$ cat config.mk
export PLATFORM = sky130hd
export DESIGN_NAME = hsstlp_apb_cfg_arbiter
export DESIGN_NICKNAME = d
export VERILOG_FILES = /design/src/rtl/hsstlp_apb_cfg_arbiter.sv
export SDC_FILE = /design/constraint.sdc
export NUM_CORES = 1
export LEC_CHECK = 0
export CORE_AREA = 10 10 113 115
export DETAILED_ROUTE_END_ITERATION = 10
export DIE_AREA = 0 0 123 125
export PLACE_DENSITY_LB_ADDON = 0.2
export SYNTH_ARGS = -nofsm -noshare
export SYNTH_HDL_FRONTEND = slang
export SYNTH_SLANG_ARGS = --single-unit
$ cat constraint.sdc
create_clock -name p_cfg_clk -period 2.4 [get_ports p_cfg_clk]
set_clock_uncertainty 0.1 [all_clocks]
set_input_delay 0.48 -clock p_cfg_clk [delete_from_list [all_inputs] [get_ports p_cfg_clk]]
set_output_delay 0.48 -clock p_cfg_clk [all_outputs]
set_load 0.005 [all_outputs]
$ cat src/rtl/hsstlp_apb_cfg_arbiter.sv
// Two-requester round-robin arbiter onto the HSSTLP APB config bridge; request in IDLE at n gives done at n+3 when ready is immediate.
// Bridge backpressure via p_cfg_ready stretches ACCESS up to TIMEOUT_CYCLES, then the transfer is aborted with err.
module hsstlp_apb_cfg_arbiter #(
  parameter int TIMEOUT_CYCLES = 255
) (
  input  logic        p_cfg_clk,
  input  logic        p_cfg_rst_n,
  input  logic        req0_valid,
  input  logic        req0_write,
  input  logic [15:0] req0_addr,
  input  logic [7:0]  req0_wdata,
  output logic        req0_done,
  output logic [7:0]  req0_rdata,
  output logic        req0_err,
  input  logic        req1_valid,
  input  logic        req1_write,
  input  logic [15:0] req1_addr,
  input  logic [7:0]  req1_wdata,
  output logic        req1_done,
  output logic [7:0]  req1_rdata,
  output logic        req1_err,
  output logic        p_cfg_psel,
  output logic        p_cfg_enable,
  output logic        p_cfg_write,
  output logic [15:0] p_cfg_addr,
  output logic [7:0]  p_cfg_wdata,
  input  logic        p_cfg_ready,
  input  logic [7:0]  p_cfg_rdata,
  output logic        busy,
  output logic [7:0]  timeout_cnt
);

  typedef enum logic [1:0] {IDLE, SETUP, ACCESS, DONE} state_t;

  localparam logic [9:0] WAIT_LAST = 10'(TIMEOUT_CYCLES - 1);

  state_t     state;
  logic       gnt;
  logic       last_gnt;
  logic [9:0] wait_cnt;
  logic       pick1;
  logic       timed_out;
  logic       finish;
  logic [7:0] fin_rdata;

  // last_gnt=1 means req1 was served last, so req0 wins a tie.
  always_comb begin
    pick1     = req1_valid && (!req0_valid || !last_gnt);
    timed_out = !p_cfg_ready && (wait_cnt == WAIT_LAST);
    finish    = p_cfg_ready || timed_out;
    fin_rdata = (p_cfg_ready && !p_cfg_write) ? p_cfg_rdata : 8'h00;
  end

  assign busy = (state != IDLE);

  always_ff @(posedge p_cfg_clk) begin
    if (!p_cfg_rst_n) begin
      state        <= IDLE;
      gnt          <= 1'b0;
      last_gnt     <= 1'b1;
      wait_cnt     <= '0;
      p_cfg_psel   <= 1'b0;
      p_cfg_enable <= 1'b0;
      p_cfg_write  <= 1'b0;
      p_cfg_addr   <= '0;
      p_cfg_wdata  <= '0;
      req0_done    <= 1'b0;
      req0_rdata   <= '0;
      req0_err     <= 1'b0;
      req1_done    <= 1'b0;
      req1_rdata   <= '0;
      req1_err     <= 1'b0;
      timeout_cnt  <= '0;
    end else begin
      case (state)
        IDLE: begin
          if (req0_valid || req1_valid) begin
            gnt          <= pick1;
            last_gnt     <= pick1;
            p_cfg_write  <= pick1 ? req1_write : req0_write;
            p_cfg_addr   <= pick1 ? req1_addr  : req0_addr;
            p_cfg_wdata  <= pick1 ? req1_wdata : req0_wdata;
            p_cfg_psel   <= 1'b1;
            p_cfg_enable <= 1'b0;
            state        <= SETUP;
          end
        end
        SETUP: begin
          p_cfg_enable <= 1'b1;
          wait_cnt     <= '0;
          state        <= ACCESS;
        end
        ACCESS: begin
          if (!p_cfg_ready) wait_cnt <= wait_cnt + 10'd1;
          if (finish) begin
            p_cfg_psel   <= 1'b0;
            p_cfg_enable <= 1'b0;
            req0_done    <= !gnt;
            req1_done    <= gnt;
            req0_rdata   <= gnt ? 8'h00 : fin_rdata;
            req1_rdata   <= gnt ? fin_rdata : 8'h00;
            req0_err     <= !gnt && timed_out;
            req1_err     <= gnt && timed_out;
            if (timed_out && timeout_cnt != 8'hFF) timeout_cnt <= timeout_cnt + 8'd1;
            state        <= DONE;
          end
        end
        DONE: begin
          req0_done  <= 1'b0;
          req0_rdata <= '0;
          req0_err   <= 1'b0;
          req1_done  <= 1'b0;
          req1_rdata <= '0;
          req1_err   <= 1'b0;
          state      <= IDLE;
        end
        default: state <= IDLE;
      endcase
    end
  end

endmodule
==> results.json, run 1 <==
{
  "gr-usage-met3_pct": 7.25,
  "r2r_start": "state[0]",
  "area_delta_synth_final_pct": 52.1,
  "ys_seq_elements": 69,
  "final.setup.worst_slack_ns": 0.281,
  "num_vias": 2871,
  "dr.pass1.iters": 4,
  "critPathLaunchType": "flop",
  "met2_usage_pct": 17.7,
  "synth_edf_count": 0,
  "finalHoldViolCount": 0,
  "yosys.area_share.simple_pct": 15.5,
  "min_delay_worst_endpoint": "req0_rdata[2]",
  "drt-initial-drc-count": 134,
  "drive_above_1_share_pct": 8.92,
  "final_net_count": 504,
  "grt.overflow.total": 0,
  "cts_root_buf": "clkbuf_8",
  "cts_buffers": 9,
  "dieArea_sq_um": 15400,
  "rsz0062_at_grt": "no",
  "synth_top_flop_cell": "dfxtp_1",
  "crit_arrival_ns": 1.54,
  "grt_max_degree": 51,
  "syn_nets": 383,
  "diodes": 0,
  "io_pins": 119,
  "cp_max_fo": 6,
  "vdd_drop_max_mv": 0.367,
  "min_path_type": "reg2reg",
  "synth_top_family_by_area": "compound AO/OA/AOI/OAI gates",
  "drt-total-wl_um": 8980,
  "ys_seq_area_share_pct": 44.3,
  "drc": 0,
  "routedWlPerCell_um": 15.6,
  "clk_latency_ns": 0.35,
  "max_freq_mhz": 472,
  "place_congestion": 0.742,
  "drtAntennaViolNets": 0,
  "start_util_pct": 29.4,
  "required_ns": 1.82,
  "synth_xor_area_share_pct": 0.562,
  "final_common_cell": "clkdlybuf4s50_1",
  "core-area_sq_um": 10600,
  "synth_cell_type_count": 52,
  "globalRoute.busiestLayer": "met2",
  "cap_violations": 0,
  "grt_util_met1_pct": 13.9,
  "cts_buffer_depth": 2,
  "post_cts_buffers": 0,
  "layout_common_cells": "clkdlybuf4s50_1 (117), dfxtp_1 (69), nor2_1 (34), mux2i_1 (26), a211oi_1 (25)",
  "r2r_cells": 6,
  "yosysWarnings": 0,
  "r2r_end": "req1_done",
  "num_rows": 38,
  "die_w_um": 123,
  "dp_hpwl_um": 6910,
  "post-place-ws_ns": 0.0481,
  "final_max_slew_viol_count": 0,
  "holdCritStartpoint": "req0_rdata[2]",
  "critical_path_class": "reg2out",
  "rrSetupSlack_ns": 0.29,
  "fin_crit_sh_pct": 88.3,
  "holdPathStages": 1,
  "finalCriticalPeriod_ns": 2.12,
  "io_buffers": 118,
  "antenna_found_initial": 0,
  "htreeDepth": 3,
  "cts_tree": "built",
  "syn_inst": 312,
  "setup_viol": 0,
  "worstMarginPinSlew_ns": 0.704,
  "cellPowerDensity_nw_per_um2": 852,
  "avgSynthCellArea_sq_um": 9.99,
  "grt_pass1_vias": 3008,
  "track_usage_pct": 12.1,
  "vias_per_cell": 4.98,
  "grt_pass1_wl_um": 15000,
  "tns_ns": 0,
  "p_leak_nw": 1.70,
  "clkTransAtPathRegs_ns": 0.07,
  "syn_area_sq_um": 3120,
  "dieHeight_um": 125,
  "synth-adder-area-share_pct": 3.21,
  "clock_sink_count": 69,
  "synthArstFlopShare_pct": 0,
  "synth_compound_area_share_pct": 23.6,
  "synthMuxAreaShare_pct": 8.35,
  "relSlewSlack_pct": 53.1,
  "endpoint_kind": "primary output",
  "status": "finished, final reports clean"
}
state kept, by name (all words and copies together) (netlist names):
signal	cells
req0_rdata	8
p_cfg_addr	16
p_cfg_write	1
req0_err	1
req1_done	1
req1_rdata	8
wait_cnt	10
p_cfg_enable	1
req1_err	1
p_cfg_wdata	8
last_gnt	1
timeout_cnt	8
gnt	1
req0_done	1
p_cfg_psel	1
state	2
power by group:
part	switching (W)	internal [W]	leakage, nW	total, W
Sequential	0.000117	0.00134	0.564	0.00146
Combinational	0.000686	0.000716	1.02	0.00140
Clock	0.000460	0.000718	0.123	0.00118
Total	0.00126	0.00278	1.70	0.00404
cell families (layout without fill, tap and decap cells):
family | count (synthesis) | in the layout
multiplexers | 26 | 26
XOR/XNOR | 2 | 2
adder cells (fa/ha/maj) | 8 | 8
flip-flops | 69 | 69
AND/OR/NAND/NOR | 85 | 85
buffers and inverters | 29 | 154
AO/OA/AOI/OAI | 93 | 93
timing repair:
| action | 4_1_cts | 5_1_grt |
|---|---|---|
| hold buffers | 0 | 0 |
| gates resized for setup | 1 | 0 |
| setup endpoints to repair | 1 | 0 |
through the flow:
| step | total power (W) | utilization, % | cells | hold WS, ns | instance area, sq um |
|---|---|---|---|---|---|
| after floorplan | 0.00221 | - | 312 | 0.362 | 3120 |
| after global placement | 0.00290 | 42.4 | 562 | 0.353 | 4500 |
| after detailed placement | 0.00292 | 42.4 | 562 | 0.360 | 4500 |
| after CTS | 0.00411 | 44.7 | 577 | 0.378 | 4740 |
| after global routing | 0.00435 | 44.7 | 577 | 0.406 | 4740 |
| final | 0.00404 | 44.7 | 577 | 0.373 | 4740 |
metal layers:
layer / wire, um / vias to the layer above
li1: - / 1442
met1: 3770 / 1308
met2: 3900 / 110
met3: 1170 / 11
met4: 137 / 0
met5: 0 / -
worst max-delay path by stage:
stage                     endpoint  cells past startpoint  slack (ns)           start
floorplan           timeout_cnt[7]                      6        0.61  timeout_cnt[0]
global placement         req1_done                      5        0.08     p_cfg_ready
detailed placement       req0_done                      5        0.05     p_cfg_ready
CTS                           busy                      4        0.24        state[0]
global route              req0_err                      6         0.1        state[0]
finish                        busy                      4        0.28        state[1]
cells in the mapped netlist, types with 2 or more instances:
cell | instances | area, sq um
or4_1 | 4 | 30.0
mux2i_1 | 26 | 260
o41ai_1 | 4 | 35.0
o311ai_0 | 2 | 17.5
clkbuf_1 | 10 | 37.5
o21ai_0 | 8 | 40.0
nor4_4 | 2 | 42.5
a21o_1 | 3 | 22.5
nand2_1 | 10 | 37.5
buf_4 | 3 | 22.5
nand3_1 | 6 | 30.0
a32o_1 | 16 | 160
dfxtp_1 | 69 | 1380
a22o_1 | 4 | 35.0
and3_1 | 3 | 18.8
nor2_1 | 35 | 131
a211oi_1 | 25 | 188
o211ai_1 | 2 | 15.0
buf_2 | 3 | 15.0
o311a_1 | 2 | 20.0
nand4_1 | 4 | 25.0
nor3_1 | 2 | 10.0
inv_1 | 9 | 33.8
o31ai_1 | 3 | 22.5
a311oi_1 | 3 | 26.3
buf_6 | 2 | 22.5
or3_1 | 5 | 31.3
a21oi_1 | 13 | 65.1
ha_1 | 8 | 100
a31oi_4 | 2 | 42.5
nand2b_1 | 3 | 18.8
worst max-delay path, cell delays in order, from the launching register on:
cell,delay [ns]
dfxtp_1,0.39
inv_1,0.10
ha_1,0.25
inv_1,0.16
dlygate4sd2_1,0.29
area by class of cell:
type / instances / area [sq um]
clock buffers: 10 / 138
clock inverters: 5 / 108
fillers: 1040 / 5860
inverters: 10 / 37.5
multi-input cells: 214 / 1620
flip-flops and latches: 69 / 1380
well taps: 140 / 175
repair buffers: 129 / 1290
No activity file was read; power rests on OpenSTA's default activity.
==> run 2: changes to the inputs <==
--- a/config.mk
+++ b/config.mk
@@ -5,9 +5,9 @@
 export SDC_FILE = /design/constraint.sdc
 export NUM_CORES = 1
 export LEC_CHECK = 0
-export CORE_AREA = 10 10 113 115
+export CORE_AREA = 10 10 103 127
 export DETAILED_ROUTE_END_ITERATION = 10
-export DIE_AREA = 0 0 123 125
+export DIE_AREA = 0 0 113 137
 export PLACE_DENSITY_LB_ADDON = 0.2
 export SYNTH_ARGS = -nofsm -noshare
 export SYNTH_HDL_FRONTEND = slang
==> run 2 against run 1 <==
Against the previous run: final cell count fell by 1.4%; register-to-register slack lost 0.05 ns; non-clock buffer count is 1 lower; count of clock-buffer cells in the layout unchanged; sequential share of layout area decreased by 0.18 points; largest power group unchanged; combinational power about the same; core utilization up 0.45 points.
==> results.json, run 2 (synthesis gave the netlist of run 1 again) <==
{
  "crit_arrival_ns": 1.68,
  "drive_above_1_share_pct": 9.15,
  "min_path_type": "reg2reg",
  "drc": 0,
  "finalCriticalPeriod_ns": 2.26,
  "dp_hpwl_um": 6700,
  "place_congestion": 0.783,
  "die_w_um": 113,
  "rrSetupSlack_ns": 0.24,
  "r2r_end": "req1_err",
  "dr.pass1.iters": 5,
  "track_usage_pct": 11.6,
  "dr_wl_met2_um": 3810,
  "top_regs": "p_cfg_addr x16, wait_cnt x10",
  "holdPathStages": 1,
  "cts_root_buf": "clkbuf_16",
  "dieArea_sq_um": 15500,
  "highest_layer": "met4",
  "routedWlPerCell_um": 15.4,
  "largest_register": "p_cfg_addr",
  "finalHoldViolCount": 0,
  "cap_violations": 0,
  "vias_per_cell": 5.02,
  "cts_buffers": 9,
  "critPathBufInv": 3,
  "drt-initial-drc-count": 80,
  "cellPowerDensity_nw_per_um2": 857,
  "crit_path_top_delay_cell": "clkdlybuf4s50_1",
  "drt-total-wl_um": 8750,
  "setup_viol": 0,
  "rsz0062_at_grt": "no",
  "r2r_start": "state[0]",
  "grt_pass1_vias": 2930,
  "drtAntennaViolNets": 0,
  "tns_ns": 0,
  "required_ns": 1.82,
  "endpoint_kind": "primary output",
  "io_pins": 119,
  "final_common_cell": "clkdlybuf4s50_1",
  "holdCritStartpoint": "req1_rdata[6]",
  "grt.overflow.total": 0,
  "clock_sink_count": 69,
  "post_cts_buffers": 0,
  "multi_input_area_sq_um": 1620,
  "layout_common_cells": "clkdlybuf4s50_1 (118), dfxtp_1 (69), nor2_1 (34), mux2i_1 (26), a211oi_1 (25)",
  "critPathLaunchType": "flop",
  "relSlewSlack_pct": 55.5,
  "postCtsHoldBufs": 0,
  "post-place-ws_ns": 0.0419,
  "grt_pass1_wl_um": 14600,
  "cts_buffer_depth": 2,
  "status": "finished, final reports clean",
  "final_net_count": 503,
  "worstPathCellList": "inv_1 > ha_2 > inv_2 > clkdlybuf4s50_1",
  "cts_tree": "built",
  "final.setup.worst_slack_ns": 0.141,
  "diodes": 0,
  "ctsResizeCount": 0,
  "area_delta_synth_final_pct": 53.1,
  "cp_max_fo": 6,
  "holdWs_ns": 0.369,
  "max_freq_mhz": 443,
  "num_rows": 42,
  "start_util_pct": 29.5,
  "htreeDepth": 3,
  "wl_met1_um": 3730,
  "grt_max_degree": 51,
  "num_vias": 2858,
  "clkTransAtPathRegs_ns": 0.06,
  "critical_path_class": "reg2out",
  "worstMarginPinSlew_ns": 0.667,
  "path_delay_family": "buffers and inverters",
  "final_max_slew_viol_count": 0,
  "antenna_found_initial": 0,
  "vdd_drop_max_mv": 0.367,
  "cpPeakStageDelay_ns": 0.54,
  "dieHeight_um": 137,
  "r2r_cells": 6,
  "dr_wl_met3_um": 1010,
  "core-area_sq_um": 10600,
  "seq_area_sq_um": 1380,
  "min_delay_worst_endpoint": "req1_rdata[6]",
  "p_leak_nw": 1.71,
  "fin_crit_sh_pct": 94.1,
  "clk_latency_ns": 0.33,
  "fill_cells": 1030,
  "io_buffers": 118,
  "largest_reg_flops": 16
}
run 2: changes by cell type in the layout (fill, tap and decap cells not counted), sizes merged:
cell,change
clkinvlp,+1
inv,+1
dlygate4sd2,-1
buf,-1
bufinv,-3
clkdlybuf4s50,+1
clkinv,+2
run 2: cell type report:
| type | instances | share of cell area, % |
|---|---|---|
| clock buffers | 10 | 4.80 |
| inverters | 10 | 0.786 |
| well taps | 132 | 3.46 |
| repair buffers | 128 | 27.1 |
| clock inverters | 6 | 0.996 |
| multi-input cells | 214 | 33.9 |
| flip-flops and latches | 69 | 28.9 |
run 2: per-layer routing:
layer / global-route usage, % / vias to the layer above
met4: 6.14 / 0
met2: 17.4 / 104
met1: 13.0 / 1302
li1: - / 1434
met5: 0 / -
met3: 6.04 / 18
run 2: how the worst max path moves through the flow:
stage,startpoint,endpoint,slack [ns],cells past startpoint
after floorplan,timeout_cnt[0],timeout_cnt[7],0.61,6
after detailed placement,p_cfg_ready,req1_err,0.04,5
after global routing,state[0],req0_done,0.03,6
after global placement,p_cfg_ready,req1_err,0.07,5
final,state[1],busy,0.14,4
after CTS,state[1],busy,0.001,4
run 2: worst reg2reg max path, delay by kind of cell, from the launching register on:
kind,cells,cell delay [ns]
flip-flops,1,0.32
adder cells (fa/ha/maj),1,0.32
AO/OA/AOI/OAI,3,1.09
buffers and inverters,1,0.12
AND/OR/NAND/NOR,1,0.16
run 2: where the power goes:
part           leakage [nW]  internal, W  switching [W]
clock                 0.133     0.000708       0.000508
combinational          1.01     0.000729       0.000682
sequential            0.564      0.00135       0.000120
total                  1.71      0.00278        0.00131
run 2: metrics by stage:
step,power (W),instances,utilization [%],instance area [sq um]
2_1_floorplan,0.00221,312,-,3120
3_3_place_gp,0.00289,553,42.5,4490
3_5_place_dp,0.00291,553,42.5,4490
4_1_cts,0.00416,569,45.2,4770
5_1_grt,0.00440,569,45.2,4770
6_report,0.00409,569,45.2,4770
==> patch 1 (config.mk and constraints of run 2) <==
Encoding of `state_t`: now one-hot (4 bits for 4 states).
--- a/src/rtl/hsstlp_apb_cfg_arbiter.sv
+++ b/src/rtl/hsstlp_apb_cfg_arbiter.sv
@@ -30,7 +30,7 @@
   output logic [7:0]  timeout_cnt
 );
 
-  typedef enum logic [1:0] {IDLE, SETUP, ACCESS, DONE} state_t;
+  typedef enum logic [3:0] {IDLE = 4'b0001, SETUP = 4'b0010, ACCESS = 4'b0100, DONE = 4'b1000} state_t;
 
   localparam logic [9:0] WAIT_LAST = 10'(TIMEOUT_CYCLES - 1);
 
Behaviour: no difference found for any inputs over 10 cycles, from zero or initial values and one cycle with p_cfg_rst_n low; not proved beyond that.
==> patch 1 against run 2 <==
  * Setup slack better by 0.013 ns
  * Hold slack got worse by 0.0073 ns
  * Cell area decreased by 1.4%
  * Non-clock buffer count increased by 2
  * Routed wire length shrank 1.9%
  * Critical path type unchanged
  * Area after synthesis shrank 2.7%
  * Sequential cell count is 2 higher
  * Maximum frequency grew 0.60%
  * First-iteration DRC count decreased by 14%
  * Sequential share of layout area up 1.3 points
Power is not compared: it rests on default switching activity, and its combinational part moved more than twofold at a synthesized area within 25%.
==> patch 1: results (changes against run 2) <==
.. list-table::
   :header-rows: 1

   * - Metric
     - Value
   * - Status
     - finished clean
   * - Synth Area in Adders
     - 0.01238 (-0.01973)
   * - Total power
     - 3.114 mW
   * - Number of placed instances with taps included
     - 555 (+0.36%)
   * - RePlAce Congestion
     - 0.8305 (+6.0%)
   * - Maximum fanout along the worst path
     - 7 (+1)
   * - ClkCell Share
     - 0.06064 (+0.002709)
   * - Total Nets Final
     - 500 (-0.60%)
   * - Met2 wire length
     - 3812 µm (about the same)
   * - Hold Startpoint
     - p_cfg_enable
   * - Hold path cells
     - 2 (+1)
   * - Routed length per instance
     - 15.04 µm (-2.3%)
   * - Met1 GRT Util
     - 0.1220 (-0.008268)
   * - Syn nets
     - 378 (-1.3%)
   * - Total global-route track usage
     - 0.1117 (-0.004190)
   * - Worst r2r dst
     - req1_rdata[3]
   * - Compound-gate portion of the synthesized area
     - 0.1844 (-0.05195)
   * - Average cell area after synthesis
     - 9.721 µm² (-2.7%)
   * - Non-clock buffering overhead in the final layout
     - 0.2755 (+0.004496)
   * - Fraction of final layout cells with drive strength greater than 1
     - 0.09112 (-0.0004170)
   * - Source of the worst register-to-register timing path
     - state[2]
   * - Detailed-route via count
     - 2759 (-3.5%)
   * - Fill cell total of the finished layout
     - 1047 (+1.7%)
   * - Logic depth of the worst register-to-register path
     - 4 (-2)
   * - Met3 capacity usage during global routing
     - 0.06307 (+0.002628)
   * - Multiplexer share of the synthesized area
     - 0.09901 (+0.01554)
   * - Top area cells in the synthesized netlist
     - dfxtp_1 (47%), mux2i_1 (9.9%), a211oi_1 (6.2%), a22o_1 (5.8%), nor2_1 (5.1%)
   * - Number of distinct library cells after synthesis
     - 43 (-17%)
   * - Post-Route M1 WL
     - 3682 µm (-1.2%)
   * - Post-Synth XOR/XNOR Area
     - 0.01733 (+0.01171)
   * - Terminating pin of the worst hold path
     - p_cfg_enable
   * - Signal inverters
     - 5 (-5)
   * - First-pass GRT wire length
     - 14360 µm (-1.7%)
   * - Reg-to-reg slack, setup
     - 0.18 ns (-0.06 ns)
   * - Vias in the first global route
     - 2858 (-2.5%)
   * - Final Non-Filler Cells
     - 571 (+0.35%)
   * - Pre-CTS setup slack
     - 0.2148 ns (+0.1728 ns)
## patch 1: cell types whose count changed in the layout (fill, tap and decap cells not counted), sizes merged, moves of 5 or more
cell	delta
a22o	+16
a32o	-16
nand2	+7
nor2	+6
ha	-5
## patch 1: worst max path at each step
stage / to / start / slack, ns
global route: req1_rdata[3] / state[2] / 0.02
detailed placement: req1_rdata[3] / state[2] / 0.21
floorplan: wait_cnt[9] / p_cfg_ready / 0.50
global placement: req1_rdata[0] / p_cfg_ready / 0.29
CTS: busy / state[1] / 0.07
finish: busy / state[1] / 0.15
## patch 1: per-stage QoR
step / area, µm² / hold slack [ns]
after floorplan: 3033 / 0.3473
after global placement: 4417 / 0.3447
after detailed placement: 4417 / 0.3477
after CTS: 4702 / 0.3560
after global routing: 4705 / 0.4000
final: 4705 / 0.3615
## patch 1: worst register-to-register path, stage by stage (launching register included)
cell	delay, ns
dfxtp_1	0.46
nor4b_4	0.36
nand4_2	0.33
and3_1	0.52
a22o_1	0.34
==> patch 2 (settings of run 2) <==
Without the edit above. `TIMEOUT_CYCLES`: 255 -> 127.
--- a/src/rtl/hsstlp_apb_cfg_arbiter.sv
+++ b/src/rtl/hsstlp_apb_cfg_arbiter.sv
@@ -1,7 +1,7 @@
 // Two-requester round-robin arbiter onto the HSSTLP APB config bridge; request in IDLE at n gives done at n+3 when ready is immediate.
 // Bridge backpressure via p_cfg_ready stretches ACCESS up to TIMEOUT_CYCLES, then the transfer is aborted with err.
 module hsstlp_apb_cfg_arbiter #(
-  parameter int TIMEOUT_CYCLES = 255
+  parameter int TIMEOUT_CYCLES = 127
 ) (
   input  logic        p_cfg_clk,
   input  logic        p_cfg_rst_n,
Function: same outputs for any inputs over 10 cycles, from zero or initial values and one cycle with p_cfg_rst_n low; that may be too few to reach the edited logic, so the function may still have changed.
==> patch 2 against run 2 <==
  * Cell area increased by 0.24%
  * Area after synthesis decreased by 0.96%
  * Hold slack got worse by 0.0028 ns
  * Routed wire length increased by 0.33%
  * Global-route usage decreased by 0.16 points
  * Critical path depth unchanged
  * Maximum frequency increased by 1.2%
  * Sequential cell count unchanged
  * Setup slack improved by 0.028 ns
  * Largest cell class unchanged
  * Power increased by 1.8%
==> patch 2: results (changes against run 2) <==
.. list-table::
   :header-rows: 1

   * - Metric
     - Value
   * - Status
     - finished clean
   * - Static leakage
     - 1.743 nW (+2.1%)
   * - Most used standard cells in the synthesized netlist
     - dfxtp_1 (69), nor2_1 (39), a211oi_1 (27), mux2i_1 (27), a32o_1 (16)
   * - GR Util met2
     - 0.1683 (-0.006090)
   * - Average cell area after synthesis
     - 9.866 µm² (-1.3%)
   * - Placement Cell Area
     - 4491 µm² (about the same)
   * - Detailed-router iteration count before antenna repair
     - 4 (-1)
   * - Post-Synth XOR/XNOR Area
     - 0.005673 (+0.00005463)
   * - Top area cells in the synthesized netlist
     - dfxtp_1 (45%), mux2i_1 (8.8%), a211oi_1 (6.6%), a32o_1 (5.2%), nor2_1 (4.7%)
   * - Total Nets Final
     - 507 (+0.80%)
   * - Fraction of final layout cells with drive strength greater than 1
     - 0.1068 (+0.01529)
   * - Multiplexer share of the synthesized area
     - 0.08752 (+0.004053)
   * - Number of vias per cell
     - 4.914 (-2.2%)
   * - Non-clock buffering overhead in the final layout
     - 0.2782 (+0.007208)
   * - Number of placed instances with taps included
     - 557 (+0.72%)
   * - Non-clock buffer count
     - 133 (+3.9%)
   * - Pre-CTS setup slack
     - -0.02107 ns (-0.06300 ns)
   * - Met2 wire length
     - 3620 µm (-5.0%)
   * - VDD IR-drop max
     - 0.0004059 V (+11%)
   * - ClkCell Share
     - 0.05910 (+0.001171)
   * - Syn nets
     - 384 (+0.26%)
   * - Share of synthesized area occupied by flip-flops and latches
     - 0.4473 (+0.004308)
   * - Placed wire-length estimate
     - 6879 µm (+2.7%)
   * - Vias in the first global route
     - 2873 (-1.9%)
   * - Compound-gate portion of the synthesized area
     - 0.2204 (-0.01593)
   * - Met3 capacity usage during global routing
     - 0.08103 (+0.02059)
   * - Met1 GRT Util
     - 0.1252 (-0.005083)
   * - Fill cell total of the finished layout
     - 1042 (+1.2%)
   * - First-pass GRT wire length
     - 14500 µm (-0.71%)
   * - Met3 wire len
     - 1282 µm (+26%)
   * - Multi-input logic cell count
     - 215 (+0.47%)
   * - Crit path arrival time
     - 1.65 ns (-0.03 ns)
   * - Total wire length
     - 8783 µm (+0.33%)
   * - Post-Route M1 WL
     - 3734 µm (+0.24%)
   * - Tightest Pin Transition
     - 0.9943 ns (+0.3269 ns)
   * - Register fraction of the total cell area
     - 0.2887 (-0.0006810)
   * - Detailed-route via count
     - 2811 (-1.6%)
   * - Switching fraction of total power
     - 0.3060 (-0.01400)
   * - DRC violation total after the first TritonRoute iteration
     - 67 (-16%)
-- patch 2: power groups by stage --
| stage | Clock (mW) | Combinational (mW) | Sequential [mW] |
|---|---|---|---|
| global route | 1.35 | 1.61 | 1.49 |
| finish | 1.27 | 1.43 | 1.46 |
| CTS | 1.31 | 1.45 | 1.47 |
| global placement | 0 | 1.43 | 1.48 |
| detailed placement | 0 | 1.44 | 1.49 |
| floorplan | 0 | 0.707 | 1.49 |
-- patch 2: final timing paths --
| path | start | end | slack (ns) | cells past startpoint |
|---|---|---|---|---|
| max | state[0] | busy | 0.17 | 4 |
| min | p_cfg_enable | p_cfg_enable | 0.37 | 2 |
| max reg2reg | state[0] | wait_cnt[9] | 0.27 | 6 |
| min reg2reg | p_cfg_enable | p_cfg_enable | 0.37 | 2 |
-- patch 2: timing repair --
action / 4_1_cts / 5_1_grt
hold buffers: 0 / 0
endpoints found under the setup margin: 0 / 2
gates resized for setup: 0 / 3
